**config.mk**
```make
export PLATFORM = sky130hd
export DESIGN_NAME = mem_burst_reader_writer
export DESIGN_NICKNAME = d
export VERILOG_FILES = /design/src/rtl/mem_burst_reader_writer_pkg.sv /design/src/rtl/mem_burst_reader_writer.sv
export SDC_FILE = /design/constraint.sdc
export NUM_CORES = 1
export LEC_CHECK = 0
export CORE_AREA = 2 2 74 76
export CTS_CLUSTER_DIAMETER = 40
export DETAILED_ROUTE_END_ITERATION = 10
export DIE_AREA = 0 0 76 78
export PLACE_DENSITY_LB_ADDON = 0.15
export SYNTH_ARGS = -nofsm -noshare
export SYNTH_HDL_FRONTEND = slang
export SYNTH_SLANG_ARGS = --single-unit
```
**constraint.sdc**
```tcl
create_clock -name i_clk -period 1.6 [get_ports i_clk]
set_input_delay 0.32 -clock i_clk [delete_from_list [all_inputs] [get_ports i_clk]]
set_output_delay 0.32 -clock i_clk [all_outputs]
set_load 0.005 [all_outputs]
```
**src/rtl/mem_burst_reader_writer_pkg.sv**
```systemverilog
// rtl/mem_burst_reader_writer_pkg.sv - shared types and default widths for the RAM burst controller
package mem_burst_reader_writer_pkg;

   localparam int DEF_DATA_WIDTH = 16;
   localparam int DEF_ADDR_WIDTH = 10;
   localparam int DEF_LEN_WIDTH  = 4;

   typedef enum logic [1:0] {
      IDLE     = 2'd0,
      WRITE    = 2'd1,
      RD_ISSUE = 2'd2,
      RD_DATA  = 2'd3
   } state_t;

endpackage

```
**src/rtl/mem_burst_reader_writer.sv**
```systemverilog
// rtl/mem_burst_reader_writer.sv - single-word writer and incrementing burst reader for a
// registered-address single-port RAM, with valid/ready request and response channels.
module mem_burst_reader_writer
   import mem_burst_reader_writer_pkg::*;
#(
   parameter int DATA_WIDTH = DEF_DATA_WIDTH,
   parameter int ADDR_WIDTH = DEF_ADDR_WIDTH,
   parameter int LEN_WIDTH  = DEF_LEN_WIDTH
) (
   input  logic                  i_clk,
   input  logic                  i_rst_n,
   input  logic                  i_req_valid,
   output logic                  o_req_ready,
   input  logic                  i_req_we,
   input  logic [ADDR_WIDTH-1:0] i_req_addr,
   input  logic [DATA_WIDTH-1:0] i_req_wdata,
   input  logic [LEN_WIDTH-1:0]  i_req_len,
   output logic                  o_rsp_valid,
   input  logic                  i_rsp_ready,
   output logic [DATA_WIDTH-1:0] o_rsp_data,
   output logic                  o_rsp_last,
   output logic                  o_busy,
   output logic [DATA_WIDTH-1:0] o_mem_data,
   output logic [ADDR_WIDTH-1:0] o_mem_addr,
   output logic                  o_mem_we,
   input  logic [DATA_WIDTH-1:0] i_mem_q
);

   state_t                r_state;
   state_t                w_next_state;
   logic [ADDR_WIDTH-1:0] r_cur_addr;
   logic [LEN_WIDTH-1:0]  r_remaining;
   logic [DATA_WIDTH-1:0] r_wdata_q;
   logic                  w_accept;
   logic                  w_rsp_fire;
   logic                  w_final_word;

   assign w_accept     = (r_state == IDLE) && i_req_valid;
   assign w_final_word = (r_remaining == '0);
   assign w_rsp_fire   = (r_state == RD_DATA) && i_rsp_ready;

   always_ff @(posedge i_clk or negedge i_rst_n) begin
      if (!i_rst_n) begin
         r_state <= IDLE;
      end else begin
         r_state <= w_next_state;
      end
   end

   // The address is only advanced on a taken word, so a stalled RD_DATA keeps
   // the RAM re-reading the same location and mem_q stays stable.
   always_ff @(posedge i_clk or negedge i_rst_n) begin
      if (!i_rst_n) begin
         r_cur_addr  <= '0;
         r_remaining <= '0;
         r_wdata_q   <= '0;
      end else if (w_accept) begin
         r_cur_addr <= i_req_addr;
         if (i_req_we) begin
            r_wdata_q <= i_req_wdata;
         end else begin
            r_remaining <= i_req_len;
         end
      end else if (w_rsp_fire && !w_final_word) begin
         r_cur_addr  <= r_cur_addr + ADDR_WIDTH'(1);
         r_remaining <= r_remaining - LEN_WIDTH'(1);
      end
   end

   always_comb begin
      w_next_state = r_state;
      o_req_ready  = 1'b0;
      o_rsp_valid  = 1'b0;
      o_rsp_last   = 1'b0;
      o_mem_we     = 1'b0;
      case (r_state)
         IDLE: begin
            o_req_ready = 1'b1;
            if (i_req_valid) begin
               w_next_state = i_req_we ? WRITE : RD_ISSUE;
            end
         end
         WRITE: begin
            o_mem_we     = 1'b1;
            w_next_state = IDLE;
         end
         RD_ISSUE: begin
            w_next_state = RD_DATA;
         end
         RD_DATA: begin
            o_rsp_valid = 1'b1;
            o_rsp_last  = w_final_word;
            if (i_rsp_ready) begin
               w_next_state = w_final_word ? IDLE : RD_ISSUE;
            end
         end
         default: begin
            w_next_state = IDLE;
         end
      endcase
   end

   assign o_rsp_data = (r_state == RD_DATA) ? i_mem_q : '0;
   assign o_busy     = (r_state != IDLE);
   assign o_mem_addr = r_cur_addr;
   assign o_mem_data = r_wdata_q;

endmodule

```
==> out/qor.csv <==
stage,metric,value,unit
power,sw frac,0.312,
place,GP Congestion,0.843,
grt,GRT Total Usage,0.156,
final_layout,layout cells sized above 1,0.330,
synthesis,Yosys warning count,0,
timing,Final setup viols,4,
route,Via Count,1632,
power,internal power,3.47,mW
critical_path,CP Launch Point,r_remaining[1]$_DFFE_PN0P_,
grt,grt ovf,0,
grt,vias in the first global route,1582,
critical_path,FF-to-FF path depth,8,
place,pre-CTS setup slack,-0.499,ns
synthesis,leading area contributor after synthesis,dfrtp_1,
synthesis,largest cells by area after synthesis,"dfrtp_1 48%, mux2_4 8.0%, and3_1 6.0%",
critical_path,CP required,1.28,ns
final_layout,Final Cell Area,3100,um^2
clocking,number of buffers created by CTS,5,
place,I/O Buffers,97,
timing,endpoints failing hold,0,
clocking,CTS H-tree depth,2,
timing,Setup TNS,-0.126,ns
timing,final max-slew violation count,0,
run,maxcap violations,0,
power,pwr dens,1630,nW/um^2
final_layout,P&R area growth vs syn,84.4,%
clocking,"Clk pin slew, worst setup/hold paths",0.07,ns
timing,clk_skew,0.0103,ns
route,"antenna viol nets, final",0,
timing,relative slew slack,0.782,
synthesis,most numerous cell in the Yosys netlist,dfrtp_1,
floorplanning,Die Ht,78,um
floorplanning,Initial Util,0.333,
route,Via density,4.68,
power,maximum resistive drop on vdd,0.00101,V
timing,slack of the critical path,-0.0618,ns
critical_path,Reg-to-Reg End,r_remaining[2]$_DFFE_PN0P_,
synthesis,Mapped Cells,158,
route,number of remaining DRC errors,0,
critical_path,worst-path maximum fanout,2,
critical_path,Critical Path Sink,o_rsp_last,
worst_hold_path,Hold WC Path Type,input port to async pin,
power,Clock Power Share,0.168,
final_layout,final core occ,0.615,
synthesis,post-synth cell types,32,
final_layout,NumNets Final,331,
synthesis,syn_nets,211,
synthesis,Seq cells post-synth,32,
timing,fmax,602,MHz
critical_path,WS Path Type,flip-flop to primary output,
place,DPL Wire Length,3270,um
route,wire per inst,13.2,um
timing,crit path time final,1.66,ns
timing,RSZ-0062 raised after global routing,yes,
critical_path,FF-to-FF Start,r_remaining[1]$_DFFE_PN0P_,
synthesis,Post-synth EDFFs,0,
power,sequential power share,0.308,
critical_path,flop2flop setup slack,-0.03,ns
synthesis,Synth top area share,0.477,
route,initial drt markers,61,
synthesis,ys async rst share,1.00,
final_layout,Layout fillers,439,
timing,Worst Tran Pin Value,0.326,ns
power,Total Power,5.04,mW
critical_path,critical path launch point type,flip-flop,
synthesis,post-synthesis cell area,1680,um^2
critical_path,Worst setup EP type,primary output,
final_layout,ANT cells,0,
route,drt pass-1 iters,4,
floorplanning,area of the core,5040,um^2
outcome,status,finished with violations,
power,combinational share of power,0.523,
place,placed cell areas,2890,um^2
synthesis,Synth Area per Inst,10.6,um^2
clocking,CTS sink cnt,32,
outcome,failing checks,negative setup slack,
clocking,maximum root-to-sink buffer count,2,
synthesis,"Seq/Total Area, Yosys",0.477,
floorplanning,I/O pin count,98,
grt,first-pass GRT wire length,7440,um
floorplanning,full die area,5930,um^2
critical_path,CP arrival,1.34,ns
clocking,CTS root buffer,clkbuf_8,
route,drt total wl,4590,um
floorplanning,Die X,76,um
clocking,Clock Latency Late Sink,0.29,ns
synthesis,synth cell count leaders,"32 x dfrtp_1, 16 x and3_1, 13 x nor2_1",
timing,Final Cycle Share,1.04,
floorplanning,row count,26,
power,net load switching power,1.57,mW
synthesis,top_reg_cell synth,dfrtp_1,
clocking,CTS tree,built,
power,Leakage,1.35,nW
grt,largest net degree at the start of global routing,33,
grt,initial antenna violation count,0,
-- registers in the layout (all words and copies together), names as in the netlist --
name and cells:
o_mem_data 16, r_remaining 4, o_mem_addr 10, r_state 2
-- per-stage QoR --
step                cells  hold slack (ns)
global route          349            0.410
CTS                   348            0.399
global placement      337            0.501
floorplan             158           0.0244
finish                349            0.395
detailed placement    337            0.494
-- layout make-up --
class	instances	area, um^2	share of cell area
timing repair buffer	122	1130	0.365
multi-input combinational	111	927	0.299
sequential	32	806	0.260
clock buffer	7	96.3	0.0311
tap	70	87.6	0.0283
clock inverter	1	30.0	0.00969
inverter	6	22.5	0.00727
-- how the worst min path moves through the flow --
stage,from,slack [ns],end
after global routing,i_rst_n,0.41,o_mem_data[5]$_DFFE_PN0P_
final,i_rst_n,0.39,o_mem_addr[5]$_DFFE_PN0P_
after global placement,o_mem_data[5]$_DFFE_PN0P_,0.50,o_mem_data[5]$_DFFE_PN0P_
after detailed placement,o_mem_data[7]$_DFFE_PN0P_,0.49,o_mem_data[7]$_DFFE_PN0P_
after CTS,i_rst_n,0.40,o_mem_addr[5]$_DFFE_PN0P_
after floorplan,i_rst_n,0.02,o_mem_addr[0]$_DFFE_PN0P_
-- per-layer routing --
layer	up-vias	global-route usage	part of all wire
met1	758	0.184	0.42
met4	0	0.0545	0.013
li1	800	-	-
met3	5	0.0651	0.087
met5	-	0	0
met2	69	0.258	0.48
-- power by group through the flow --
stage | clock network [mW] | registers [mW] | logic (mW)
floorplan | 0 | 1.53 | 0.998
finish | 0.849 | 1.55 | 2.64
CTS | 0.871 | 1.56 | 2.64
detailed placement | 0 | 1.53 | 2.50
global route | 0.916 | 1.61 | 2.85
global placement | 0 | 1.54 | 2.47
-- placed cells by master, fill, tap and decap left out, types with 4 or more instances in the layout --
cell type and instances:
buf_12 4, nor2_1 11, clkdlybuf4s50_1 75, xnor2_1 9
mux2_4 16, nor3_1 8, dfrtp_1 28, buf_6 4
and3_1 14, nand2_1 5, inv_1 5, a31oi_1 4
buf_4 18, buf_2 18, dfrtp_2 4, a21oi_1 12
clkbuf_8 7
-- critical path, stage by stage, from the launching register on --
cell     delay, ns
dfrtp_1       0.38
inv_1         0.06
ha_2          0.18
nor3b_4       0.19
and2_1        0.14
buf_2         0.11
-- logic make-up after synthesis --
family | share of synthesized area
and+or+nand+nor | 0.208
DFF | 0.477
AOI/OAI and AO/OA | 0.0722
muxes | 0.133
buffers and inverters | 0.0484
xor gates and xnor gates | 0.0469
adders and majority gates | 0.0149
-- timing repair --
action | in CTS | in global routing
gates resized for setup | 109 | 13
buffers inserted | 2 | 3
cloned | 1 | 0
hold buffers | 0 | 0
setup endpoints to repair | 52 | 53
pin swaps | 4 | 8
Power figures use the tool's default switching activity.
